**src/rtl/zb_fifo_pkg.sv**
```systemverilog
// zb_fifo_pkg: sizing helpers and parameter sanity checks for the FIFO.
package zb_fifo_pkg;

    function automatic int ptr_width(input int depth);
        return (depth > 1) ? $clog2(depth) : 1;
    endfunction

    function automatic int level_width(input int depth);
        return $clog2(depth) + 1;
    endfunction

    function automatic bit is_pow2(input int n);
        return (n > 0) && ((n & (n - 1)) == 0);
    endfunction

    function automatic bit thresh_ok(input int t, input int depth);
        return (t >= 1) && (t <= depth - 1);
    endfunction

endpackage

```
**src/rtl/zb_fifo_ram.sv**
```systemverilog
// zb_fifo_ram: DEPTH x DATA_WIDTH storage, sync write, sync registered read.
module zb_fifo_ram
    import zb_fifo_pkg::*;
#(
    parameter int DATA_WIDTH = 4,
    parameter int DEPTH      = 16,
    parameter int AW         = ptr_width(DEPTH)
) (
    input  logic                  clk_i,
    input  logic                  we_i,
    input  logic [AW-1:0]         waddr_i,
    input  logic [DATA_WIDTH-1:0] wdata_i,
    input  logic                  re_i,
    input  logic [AW-1:0]         raddr_i,
    output logic [DATA_WIDTH-1:0] rdata_o
);

    logic [DATA_WIDTH-1:0] mem_q [DEPTH];
    logic [DATA_WIDTH-1:0] rdata_q;

    // Read-before-write when both ports hit the same address.
    always_ff @(posedge clk_i) begin
        if (we_i) mem_q[waddr_i] <= wdata_i;
        if (re_i) rdata_q <= mem_q[raddr_i];
    end

    assign rdata_o = rdata_q;

endmodule

```
**src/rtl/zb_param_fifo.sv**
```systemverilog
// zb_param_fifo: parametrised sync FIFO with level, thresholds, sticky errors.
// Define FIFO_FWFT_EN for first-word-fall-through reads.
module zb_param_fifo
    import zb_fifo_pkg::*;
#(
    parameter int DATA_WIDTH    = 4,
    parameter int DEPTH         = 16,
    parameter int AFULL_THRESH  = 12,
    parameter int AEMPTY_THRESH = 4
) (
    input  logic                    inClock,
    input  logic                    inReset,
    input  logic                    inClear,
    input  logic                    inWriteEnable,
    input  logic [DATA_WIDTH-1:0]   inData,
    input  logic                    inReadEnable,
    output logic [DATA_WIDTH-1:0]   outData,
    output logic                    outValid,
    output logic                    outFull,
    output logic                    outEmpty,
    output logic                    outAlmostFull,
    output logic                    outAlmostEmpty,
    output logic [$clog2(DEPTH):0]  outLevel,
    output logic                    outOverflow,
    output logic                    outUnderflow
);

    localparam int PW = ptr_width(DEPTH);
    localparam int LW = level_width(DEPTH);

    typedef logic [PW-1:0] ptr_t;
    typedef logic [LW-1:0] level_t;

    localparam level_t LVL_FULL = level_t'(DEPTH);
    localparam level_t LVL_AF   = level_t'(AFULL_THRESH);
    localparam level_t LVL_AE   = level_t'(AEMPTY_THRESH);

    if (!is_pow2(DEPTH) || DEPTH < 4) begin : g_chk_depth
        $error("zb_param_fifo: DEPTH must be a power of 2 and >= 4");
    end
    if (!thresh_ok(AFULL_THRESH, DEPTH) || !thresh_ok(AEMPTY_THRESH, DEPTH)) begin : g_chk_thr
        $error("zb_param_fifo: thresholds must lie in 1..DEPTH-1");
    end
    if (DATA_WIDTH < 1) begin : g_chk_dw
        $error("zb_param_fifo: DATA_WIDTH must be >= 1");
    end

    ptr_t   wr_ptr_q, wr_ptr_d;
    ptr_t   rd_ptr_q, rd_ptr_d;
    level_t level_q, level_d;
    logic   full_q, empty_q, afull_q, aempty_q;
    logic   ovf_q, udf_q, valid_q;
    logic   wr_acc, rd_acc, ram_we, ram_re;
    logic [DATA_WIDTH-1:0] ram_rdata;

    assign wr_acc = inWriteEnable & (~full_q | rd_acc);
    assign ram_we = wr_acc & ~inClear;

    always_comb begin
        wr_ptr_d = wr_ptr_q;
        rd_ptr_d = rd_ptr_q;
        level_d  = level_q;
        if (inClear) begin
            wr_ptr_d = '0;
            rd_ptr_d = '0;
            level_d  = '0;
        end else begin
            if (wr_acc) wr_ptr_d = wr_ptr_q + 1'b1;
            if (ram_re) rd_ptr_d = rd_ptr_q + 1'b1;
            unique case ({wr_acc, rd_acc})
                2'b10:   level_d = level_q + 1'b1;
                2'b01:   level_d = level_q - 1'b1;
                default: ;
            endcase
        end
    end

    // Flags track the next level so they line up with outLevel.
    always_ff @(posedge inClock or posedge inReset) begin
        if (inReset) begin
            wr_ptr_q <= '0;
            rd_ptr_q <= '0;
            level_q  <= '0;
            full_q   <= 1'b0;
            empty_q  <= 1'b1;
            afull_q  <= 1'b0;
            aempty_q <= 1'b1;
            ovf_q    <= 1'b0;
            udf_q    <= 1'b0;
        end else begin
            wr_ptr_q <= wr_ptr_d;
            rd_ptr_q <= rd_ptr_d;
            level_q  <= level_d;
            full_q   <= (level_d == LVL_FULL);
            empty_q  <= (level_d == '0);
            afull_q  <= (level_d >= LVL_AF);
            aempty_q <= (level_d <= LVL_AE);
            if (inClear) begin
                ovf_q <= 1'b0;
                udf_q <= 1'b0;
            end else begin
                if (inWriteEnable & ~wr_acc) ovf_q <= 1'b1;
                if (inReadEnable & ~rd_acc) udf_q <= 1'b1;
            end
        end
    end

    zb_fifo_ram #(
        .DATA_WIDTH (DATA_WIDTH),
        .DEPTH      (DEPTH),
        .AW         (PW)
    ) u_ram (
        .clk_i   (inClock),
        .we_i    (ram_we),
        .waddr_i (wr_ptr_q),
        .wdata_i (inData),
        .re_i    (ram_re),
        .raddr_i (rd_ptr_q),
        .rdata_o (ram_rdata)
    );

`ifdef FIFO_FWFT_EN
    // RAM read register acts as a prefetch stage ahead of the output word.
    level_t ram_cnt_q, ram_cnt_d;
    logic   mid_vld_q, mid_move;
    logic [DATA_WIDTH-1:0] out_data_q;

    assign rd_acc   = inReadEnable & valid_q;
    assign mid_move = mid_vld_q & (~valid_q | rd_acc);
    assign ram_re   = (ram_cnt_q != '0) & (~mid_vld_q | mid_move) & ~inClear;

    always_comb begin
        ram_cnt_d = ram_cnt_q;
        unique case ({ram_we, ram_re})
            2'b10:   ram_cnt_d = ram_cnt_q + 1'b1;
            2'b01:   ram_cnt_d = ram_cnt_q - 1'b1;
            default: ;
        endcase
    end

    always_ff @(posedge inClock or posedge inReset) begin
        if (inReset) begin
            ram_cnt_q  <= '0;
            mid_vld_q  <= 1'b0;
            valid_q    <= 1'b0;
            out_data_q <= '0;
        end else if (inClear) begin
            ram_cnt_q <= '0;
            mid_vld_q <= 1'b0;
            valid_q   <= 1'b0;
        end else begin
            ram_cnt_q <= ram_cnt_d;
            mid_vld_q <= ram_re | (mid_vld_q & ~mid_move);
            valid_q   <= mid_move | (valid_q & ~rd_acc);
            if (mid_move) out_data_q <= ram_rdata;
        end
    end

    assign outData = out_data_q;
`else
    logic seen_q;

    assign rd_acc = inReadEnable & ~empty_q;
    assign ram_re = rd_acc & ~inClear;

    // RAM read register holds between reads; mask it until first read.
    always_ff @(posedge inClock or posedge inReset) begin
        if (inReset) begin
            valid_q <= 1'b0;
            seen_q  <= 1'b0;
        end else begin
            valid_q <= ram_re;
            if (ram_re) seen_q <= 1'b1;
        end
    end

    assign outData = seen_q ? ram_rdata : '0;
`endif

    assign outValid       = valid_q;
    assign outFull        = full_q;
    assign outEmpty       = empty_q;
    assign outAlmostFull  = afull_q;
    assign outAlmostEmpty = aempty_q;
    assign outLevel       = level_q;
    assign outOverflow    = ovf_q;
    assign outUnderflow   = udf_q;

endmodule

```
**config.mk**
```make
export PLATFORM = sky130hd
export DESIGN_NAME = zb_param_fifo
export DESIGN_NICKNAME = d
export VERILOG_FILES = /design/src/rtl/zb_fifo_pkg.sv /design/src/rtl/zb_fifo_ram.sv /design/src/rtl/zb_param_fifo.sv
export SDC_FILE = /design/constraint.sdc
export NUM_CORES = 1
export LEC_CHECK = 0
export BUFFER_PORTS_ARGS = -buffer_cell sky130_fd_sc_hd__clkbuf_2
export CORE_MARGIN = 2
export CORE_UTILIZATION = 35
export CTS_BUF_LIST = sky130_fd_sc_hd__clkbuf_4
export DETAILED_ROUTE_END_ITERATION = 12
export PLACE_DENSITY_LB_ADDON = 0.25
export SLEW_MARGIN = 30
export SYNTH_ARGS = -nofsm -noshare
export SYNTH_HDL_FRONTEND = slang
export SYNTH_SLANG_ARGS = --single-unit
```
**constraint.sdc**
```tcl
create_clock -name inClock -period 5.3 [get_ports inClock]
set_clock_uncertainty 0.05 [all_clocks]
set_input_delay 0.265 -clock inClock [delete_from_list [all_inputs] [get_ports inClock]]
set_output_delay 0.265 -clock inClock [all_outputs]
set_load 0.02 [all_outputs]
```
==> results.py, run 1 <==
metrics = {
    "placed_design": {
        "place_ws_ns": 2.13,
        "placed_cell_area_um2": 4030,
        "port_buffers": 24,
        "gp_congestion": 0.782,
        "placed_cells": 380,
        "dpl.hpwl_um": 4530,
    },
    "timing": {
        "hold_viol": 0,
        "rsz0062_at_grt": "false",
        "period_share": 0.612,
        "tightest_slew_ns": 0.819,
        "min_period_ns": 3.25,
        "timing.final.max_slew_violations": 0,
        "setup_viol": 0,
        "layout_setup_ws_ns": 2.05,
        "fmax_mhz": 308,
        "hold-worst-slack_ns": 0.0707,
        "tns_ns": 0,
        "slew_headroom": 0.454,
    },
    "global_route": {
        "grt_usage": 0.125,
        "grt_pass1_wl_um": 10600,
        "antenna_found_initial": 0,
        "overflow": 0,
        "grt_pass1_vias": 1870,
        "grt_max_degree": 22,
    },
    "critical_path": {
        "startpoint_type": "flip-flop",
        "crit_path_end_kind": "flip-flop",
        "cp_common_cell": "ha_1",
        "regToRegSetupSlack_ns": 2.05,
        "crit_family": "simple AND/OR/NAND/NOR gates",
        "crit_slowest_cell": "a21boi_1",
        "slowest_delay_ns": 0.50,
        "worstPathArrival_ns": 3.55,
        "crit_chain": "nand2b_1, a21boi_1, inv_2, ha_1, xor2_1, ha_1, a21oi_1, nor4b_1, nor3_2, nor3_4, nor4b_4",
        "cp.buffers_inverters": 1,
        "critPathMaxFanout": 5,
        "worst-setup-path-type": "reg2reg",
        "critPathRequiredTime_ns": 5.61,
    },
    "logic_synthesis": {
        "synth_top_area_frac": 0.538,
        "syn_inst": 227,
        "ys_types": 44,
        "synth_fp_nets": 244,
        "syn_area_per_cell_um2": 16.7,
        "synthFlopType": "edfxtp_1",
        "synth_area_leaders": "edfxtp_1 (54%), dfrtp_1 (13%), mux4_2 (12%)",
        "yosysSeqAreaShare": 0.677,
        "yosys.area.top_type": "edfxtp_1",
        "syn_area_um2": 3800,
        "synth-seq-cells": 89,
        "synth_edf_count": 68,
        "synthArstFlopShare": 0.236,
        "synth_warnings": 0,
    },
    "power": {
        "p_per_area_nw_per_um2": 366,
        "p_total_mw": 1.53,
        "vdd_ir_drop_max_mv": 0.149,
        "p_leak_nw": 1.45,
    },
    "clock_network": {
        "cts_tree": "done",
        "cts_setup_buffers": 0,
        "path_clk_slew_ns": 0.17,
        "clock_path_buffers": 2,
        "cts_buffers": 9,
        "cts_root_buf": "clkbuf_4",
        "insertion_delay_ns": 0.43,
        "cts.sinks": 89,
        "cts_max_level": 3,
    },
    "cells_and_area": {
        "final_util": 0.391,
        "postLayoutCellArea_um2": 4190,
        "multi_input_area_um2": 1130,
        "regArea_um2": 2570,
        "nNetsFinal": 269,
        "layout_commonest_cell": "edfxtp_1",
        "nFillCells": 994,
        "finalNonFillerCells": 397,
        "num_antenna_cells": 0,
        "drive_gt1_frac": 0.288,
        "mostFrequentLayoutCells": "edfxtp_1 (68), nor2_1 (27), clkbuf_2 (24)",
        "area_delta_synth_final_pct": 10.2,
    },
    "route": {
        "drt_pre_antenna_iters": 4,
        "wl_um": 6670,
        "wl_per_cell_um": 16.8,
        "initialDrtViolationCount": 124,
        "wl_met3_um": 212,
        "viasPerCell": 4.82,
        "routed.top_layer": "met4",
        "met2_length_um": 3190,
        "vias": 1912,
        "postRouteAntennaNets": 0,
        "drc": 0,
        "wl_met1_um": 3200,
    },
    "outcome": {
        "outcome": "complete, no violations",
    },
    "die": {
        "dieArea_um2": 11700,
        "die_h_um": 108,
        "rows": 38,
        "initial_core_util": 0.355,
        "pin_count": 25,
        "core_area_um2": 10700,
        "die_x_um": 108,
    },
    "hold_path": {
        "hold_path_class": "in2reg",
    },
    "run": {
        "maxCapViolCount": 0,
    },
}
## power breakdown
part / internal [mW] / switching [mW] / leakage, nW
clock network: 0.115 / 0.263 / 0.0805
logic: 0.138 / 0.177 / 0.484
registers: 0.794 / 0.0424 / 0.888
## layout make-up
class | instances | share of cell area
flip-flops and latches | 89 | 0.614
multi-input cells | 120 | 0.270
well taps | 140 | 0.0419
repair buffers | 26 | 0.0329
clock inverters | 7 | 0.0194
clock buffers | 9 | 0.0161
inverters | 6 | 0.00538
## cell families (layout without fill, tap and decap cells)
logic type,Yosys count,count (layout),share of synthesized area
buffers and inverters,18,48,0.0254
adders and majority gates,8,8,0.0264
xor gates and xnor gates,9,9,0.0208
AOI/OAI and AO/OA,19,19,0.0405
and+or+nand+nor,62,62,0.0850
muxes,22,22,0.125
DFF,89,89,0.677
## routing by layer
metal	vias to the layer above	GRT usage
li1	908	-
met1	964	0.180
met2	34	0.187
met3	6	0.0271
met4	0	0.0467
met5	-	0
## synth_stat cells (2+ instances only)
cell and count:
a211oi_1 2, a21oi_1 6, and2_1 4, buf_2 5, buf_4 2, buf_6 2, clkbuf_1 3, dfrtp_1 19
dfstp_2 2, edfxtp_1 68, ha_1 8, inv_1 3, inv_2 3, mux4_2 20, nand2_1 11, nand2b_1 3
nand4_1 2, nor2_1 27, nor3_1 4, o21ai_1 2, xnor2_1 3, xor2_1 6
## worst min-delay path: stages
cell and delay (ns):
clkbuf_2 0.09, a21oi_1 0.05, nor2_1 0.09
## path summary, 6_finish.rpt
kind / startpoint / end / cells past startpoint
setup / recovery: outEmpty / outFull / 11
hold / removal: inReadEnable / outUnderflow / 3
setup reg to reg: outEmpty / outFull / 11
hold reg to reg: outOverflow / outOverflow / 2
max in group asynchronous: inReset / wr_ptr_q[3] / 3
min in group asynchronous: inReset / outLevel[2] / 3
## flip-flops by register name (all words and copies together), names as in the netlist
name	cells
u_ram.mem_q	64
outValid	1
seen_q	1
outFull	1
outAlmostEmpty	1
outOverflow	1
wr_ptr_q	4
outLevel	5
outAlmostFull	1
outUnderflow	1
rd_ptr_q	4
u_ram.rdata_o	4
outEmpty	1
## repair_timing
item,CTS,global route
resized for setup,0,0
hold endpoints to repair,19,0
hold buffers,1,0
Note: power is estimated with default switching activity, not from simulation.
==> run 2, diff against run 1 <==
clock period = 3.09 ns   (was 5.3 ns; I/O delays follow)
==> run 2 against run 1 <==
  * Count of clock-buffer cells in the layout unchanged
  * Routed wire length rose by 2.4%
  * Worst setup slack worse by 1.8 ns
  * Design area increased by 1.3%
  * Hold slack improved by 0.0074 ns
  * Maximum frequency rose by 15%
  * Non-clock buffer count rose by 4
  * Combinational power is 75% higher
  * Critical path type unchanged
  * Critical endpoint is now outAlmostFull
==> results.py, run 2 (synthesis results as in run 1) <==
metrics = {
    "die": {
        "dieArea_um2": 11700,
        "pin_count": 25,
        "rows": 38,
        "core_area_um2": 10700,
        "initial_core_util": 0.355,
        "die_x_um": 108,
        "die_h_um": 108,
    },
    "cells_and_area": {
        "num_antenna_cells": 0,
        "layout_commonest_cell": "edfxtp_1",
        "top_register": "u_ram.mem_q",
        "finalNonFillerCells": 401,
        "area_delta_synth_final_pct": 11.6,
        "nNetsFinal": 273,
        "mostFrequentLayoutCells": "edfxtp_1 (68), nor2_1 (27), clkbuf_2 (24)",
        "drive_gt1_frac": 0.299,
        "largest_reg_flops": 64,
        "postLayoutCellArea_um2": 4240,
        "nFillCells": 986,
    },
    "timing": {
        "hold_viol": 0,
        "fmax_mhz": 353,
        "setup_viol": 0,
        "period_share": 0.916,
        "rsz0062_at_grt": "false",
        "layout_setup_ws_ns": 0.258,
        "min_period_ns": 2.83,
        "slew_headroom": 0.460,
        "tightest_slew_ns": 0.809,
        "tns_ns": 0,
        "timing.final.max_slew_violations": 0,
    },
    "route": {
        "drc": 0,
        "drt_pre_antenna_iters": 4,
        "wl_per_cell_um": 17.0,
        "vias": 1922,
        "wl_um": 6830,
        "postRouteAntennaNets": 0,
        "viasPerCell": 4.79,
        "initialDrtViolationCount": 222,
    },
    "critical_path": {
        "crit_path_end_kind": "flip-flop",
        "worstPathArrival_ns": 3.19,
        "critPathRequiredTime_ns": 3.44,
        "critPathMaxFanout": 5,
        "worst-setup-path-type": "reg2reg",
        "startpoint_type": "flip-flop",
    },
    "power": {
        "vdd_ir_drop_max_mv": 0.232,
        "p_switching_uw": 821,
        "p_leak_nw": 1.48,
        "clock_power_share": 0.265,
        "p_int_mw": 1.88,
        "sequentialPowerShare": 0.531,
        "pwr-share-comb": 0.204,
        "p_per_area_nw_per_um2": 637,
        "swShare": 0.304,
    },
    "clock_network": {
        "cts_setup_buffers": 0,
        "cts_max_level": 3,
        "clock_path_buffers": 2,
        "cts_buffers": 9,
        "cts.sinks": 89,
        "cts_tree": "done",
        "insertion_delay_ns": 0.45,
        "cts_root_buf": "clkbuf_4",
        "path_clk_slew_ns": 0.17,
    },
    "global_route": {
        "antenna_found_initial": 0,
        "gr-usage-met1": 0.189,
        "overflow": 0,
        "grt_use_met2": 0.185,
        "grt_usage": 0.130,
        "grt_pass1_wl_um": 10800,
        "grtUsageMet3": 0.0332,
        "top_usage_layer": "met1",
        "grt_pass1_vias": 1905,
        "grt_max_degree": 22,
    },
    "placed_design": {
        "place_ws_ns": 0.0627,
        "placed_cell_area_um2": 4040,
        "dpl.hpwl_um": 4500,
        "gp_congestion": 0.745,
        "port_buffers": 24,
        "placed_cells": 382,
    },
    "run": {
        "maxCapViolCount": 0,
    },
    "outcome": {
        "outcome": "complete, no violations",
    },
    "hold_path": {
        "hold_path_class": "in2reg",
    },
}
==> run 2: repair_timing <==
action	in CTS	in global routing
hold buffers	3	0
endpoints found under the hold margin	21	0
gates resized for setup	0	2
endpoints found under the setup margin	0	4
==> run 2: worst max-delay path: stages (launching register included) <==
cell and delay (ns):
dfstp_2 0.40, nand2b_1 0.17, a21boi_2 0.31, inv_2 0.10, ha_1 0.27, xor2_1 0.19, ha_1 0.26, a21oi_1 0.17
xnor2_1 0.09, or3_1 0.32, a21oi_2 0.29, a21o_1 0.16
==> run 2: area by class of cell <==
class	instances	area [µm²]	share of cell area
well taps	140	175	0.0413
flip-flops and latches	89	2570	0.606
multi-input cells	120	1140	0.269
inverters	6	22.5	0.00531
clock inverters	7	90.1	0.0213
repair buffers	30	173	0.0407
clock buffers	9	67.6	0.0159
==> run 2: per-stage QoR <==
step / total power, mW / utilization / hold WS [ns]
floorplan: 1.88 / - / 0.0795
global placement: 2.01 / 0.378 / 0.281
detailed placement: 2.02 / 0.378 / 0.301
CTS: 2.73 / 0.395 / 0.0662
global route: 2.84 / 0.396 / 0.0778
finish: 2.70 / 0.396 / 0.0782
==> run 2: path summary, 6_finish.rpt <==
check	end	start	slack (ns)	cells past startpoint
max in group asynchronous	wr_ptr_q[3]	inReset	2.16	3
hold / removal	u_ram.mem_q[11][2]	inData[2]	0.08	1
setup reg to reg	outAlmostFull	outEmpty	0.26	11
min in group asynchronous	outOverflow	inReset	0.32	3
hold reg to reg	outUnderflow	outUnderflow	0.47	2
setup / recovery	outAlmostFull	outEmpty	0.26	11
==> run 2: power by group through the flow <==
stage	combinational (mW)	sequential [mW]	clock, mW
final	0.552	1.43	0.714
after detailed placement	0.556	1.46	0
after global placement	0.555	1.46	0
after floorplan	0.405	1.47	0
after CTS	0.560	1.43	0.735
after global routing	0.609	1.45	0.785
==> run 2: layer usage <==
layer	share of wire	vias up	wire length, µm
met2	0.46	43	3150
met5	0	-	0
met4	0.0079	0	54
met1	0.48	954	3310
li1	-	921	-
met3	0.046	4	313
==> run 3, diff against run 2 <==
ABC_AREA = 1   (was default)
==> run 3 against run 2 <==
  * Hold slack better by 0.012 ns
  * Design area is 2.4% higher
  * Critical path depth is 3 higher
  * First-iteration DRC count is 34% lower
  * Worst setup slack better by 0.33 ns
  * Combinational power is 66% higher
  * Critical path type unchanged
==> results.py, run 3 <==
metrics = {
    "outcome": {
        "outcome": "complete, no violations",
    },
    "timing": {
        "period_share": 0.809,
        "tightest_slew_ns": 0.804,
        "hold_viol": 0,
        "setup_viol": 0,
        "slew_headroom": 0.464,
        "tns_ns": 0,
        "layout_setup_ws_ns": 0.590,
        "fmax_mhz": 400,
        "timing.final.max_slew_violations": 0,
        "min_period_ns": 2.50,
        "rsz0062_at_grt": "false",
        "hold-worst-slack_ns": 0.0906,
    },
    "placed_design": {
        "port_buffers": 24,
        "place_ws_ns": 0.630,
        "gp_congestion": 0.814,
        "placed_cells": 495,
        "dpl.hpwl_um": 5390,
    },
    "critical_path": {
        "rr_worst_depth": 14,
        "slowest_delay_ns": 0.58,
        "crit_family": "simple AND/OR/NAND/NOR gates",
        "worstPathArrival_ns": 2.83,
        "crit_chain": "nor2_4, inv_2, nand2_1, nand2_2, ha_1, nand2_1, inv_2, nor2_4, ha_1, o21ai_0, o21ai_0, inv_1, nand3_2, nor2_2",
        "critPathRequiredTime_ns": 3.42,
        "startpoint": "outEmpty",
        "critPathMaxFanout": 6,
        "critPathCapture": "outEmpty",
        "cp_num_cells": 14,
        "crit_path_end_kind": "flip-flop",
        "startpoint_type": "flip-flop",
        "worstReg2RegStart": "outEmpty",
        "cp.buffers_inverters": 3,
        "timing.rr.end": "outEmpty",
        "worst-setup-path-type": "reg2reg",
        "regToRegSetupSlack_ns": 0.59,
        "crit_slowest_cell": "dfstp_2",
    },
    "power": {
        "p_per_area_nw_per_um2": 675,
        "p_leak_nw": 1.69,
        "vdd_ir_drop_max_mv": 0.497,
    },
    "clock_network": {
        "insertion_delay_ns": 0.46,
        "cts_buffers": 9,
        "cts_max_level": 3,
        "clock_path_buffers": 2,
        "path_clk_slew_ns": 0.11,
        "cts.sinks": 89,
        "cts_root_buf": "clkbuf_4",
        "cts_tree": "done",
    },
    "global_route": {
        "grt_usage": 0.143,
        "grt_pass1_wl_um": 12600,
        "grt_pass1_vias": 2365,
        "grt_max_degree": 53,
        "overflow": 0,
        "grtUsageMet3": 0.0335,
        "antenna_found_initial": 0,
        "grt_use_met2": 0.217,
        "top_usage_layer": "met2",
        "gr-usage-met1": 0.196,
    },
    "die": {
        "dieArea_um2": 12100,
        "core_area_um2": 10900,
        "die_h_um": 110,
        "rows": 38,
        "die_x_um": 110,
        "initial_core_util": 0.361,
        "pin_count": 25,
    },
    "run": {
        "maxCapViolCount": 0,
    },
    "logic_synthesis": {
        "synth_warnings": 0,
        "yosys.area.top_type": "edfxtp_1",
        "syn_inst": 340,
        "ys_types": 29,
        "synthArstFlopShare": 0.236,
        "synth_fp_nets": 357,
        "syn_area_um2": 3950,
        "synth_common_cells": "edfxtp_1 (68), inv_1 (41), nand2_1 (41)",
        "synth_top_area_frac": 0.518,
        "syn_area_per_cell_um2": 11.6,
        "yosysMostFrequentCell": "edfxtp_1",
        "synth-seq-cells": 89,
        "synth_area_leaders": "edfxtp_1 (52%), dfrtp_1 (12%), o21ai_0 (4.2%)",
        "synthFlopType": "edfxtp_1",
        "synth_edf_count": 68,
        "yosysSeqAreaShare": 0.651,
    },
    "cells_and_area": {
        "regArea_um2": 2570,
        "mostFrequentLayoutCells": "edfxtp_1 (68), inv_1 (41), nand2_1 (41)",
        "nFillCells": 1066,
        "area_delta_synth_final_pct": 10.1,
        "finalNonFillerCells": 514,
        "nNetsFinal": 386,
        "layout_commonest_cell": "edfxtp_1",
        "top_register": "u_ram.mem_q",
        "largest_reg_flops": 64,
        "multi_input_area_um2": 1150,
        "num_antenna_cells": 0,
        "drive_gt1_frac": 0.163,
    },
    "route": {
        "drt_pre_antenna_iters": 4,
        "vias": 2491,
        "drc": 0,
        "viasPerCell": 4.85,
        "wl_um": 8040,
        "wl_per_cell_um": 15.6,
        "postRouteAntennaNets": 0,
        "initialDrtViolationCount": 146,
    },
    "hold_path": {
        "hold_path_class": "in2reg",
        "hp-start": "inClear",
    },
}
==> run 3: area by class of cell <==
type                            instances  area share
Clock buffer                            9      0.0156
Clock inverter                          7      0.0101
Inverter                               46      0.0398
Multi-Input combinational cell        194       0.264
Timing Repair Buffer                   29      0.0380
Tap cell                              140      0.0403
Sequential cell                        89       0.592
==> run 3: cells by family (layout without fill, tap and decap cells) <==
group | count (synthesis) | count (layout) | synth area share
AND/OR/NAND/NOR | 90 | 90 | 0.107
AO/OA/AOI/OAI | 78 | 78 | 0.113
buffers and inverters | 57 | 91 | 0.0577
XOR/XNOR | 2 | 2 | 0.00444
multiplexers | 16 | 16 | 0.0406
flip-flops | 89 | 89 | 0.651
adder cells (fa/ha/maj) | 8 | 8 | 0.0254
==> run 3: power breakdown <==
| group | switching [mW] | internal [mW] |
|---|---|---|
| Combinational | 0.601 | 0.315 |
| Sequential | 0.0560 | 1.38 |
| Clock | 0.411 | 0.165 |
==> run 3: timing repair <==
action / in CTS / in global routing
resized for setup: 0 / 0
hold endpoints to repair: 21 / 0
buffers inserted: 0 / 0
hold buffers: 3 / 0
==> run 3: worst min-delay path by stage <==
stage                        endpoint  cells past startpoint
floorplan               outAlmostFull                      1
global route        u_ram.mem_q[4][0]                      1
detailed placement           outValid                      2
CTS                       outLevel[4]                      2
global placement               seen_q                      2
finish                    outLevel[4]                      2
==> run 3: layer usage <==
layer / share of wire / routed length, µm
met2: 0.46 / 3690
met3: 0.030 / 240
met5: 0 / 0
met4: 0.020 / 160
met1: 0.49 / 3950
==> run 3: through the flow <==
stage / instance area [µm²] / power [mW] / util
2_1_floorplan: 3950 / 2.15 / -
3_3_place_gp: 4200 / 2.39 / 0.384
3_5_place_dp: 4200 / 2.39 / 0.384
4_1_cts: 4340 / 2.95 / 0.397
5_1_grt: 4340 / 3.11 / 0.397
6_report: 4340 / 2.93 / 0.397
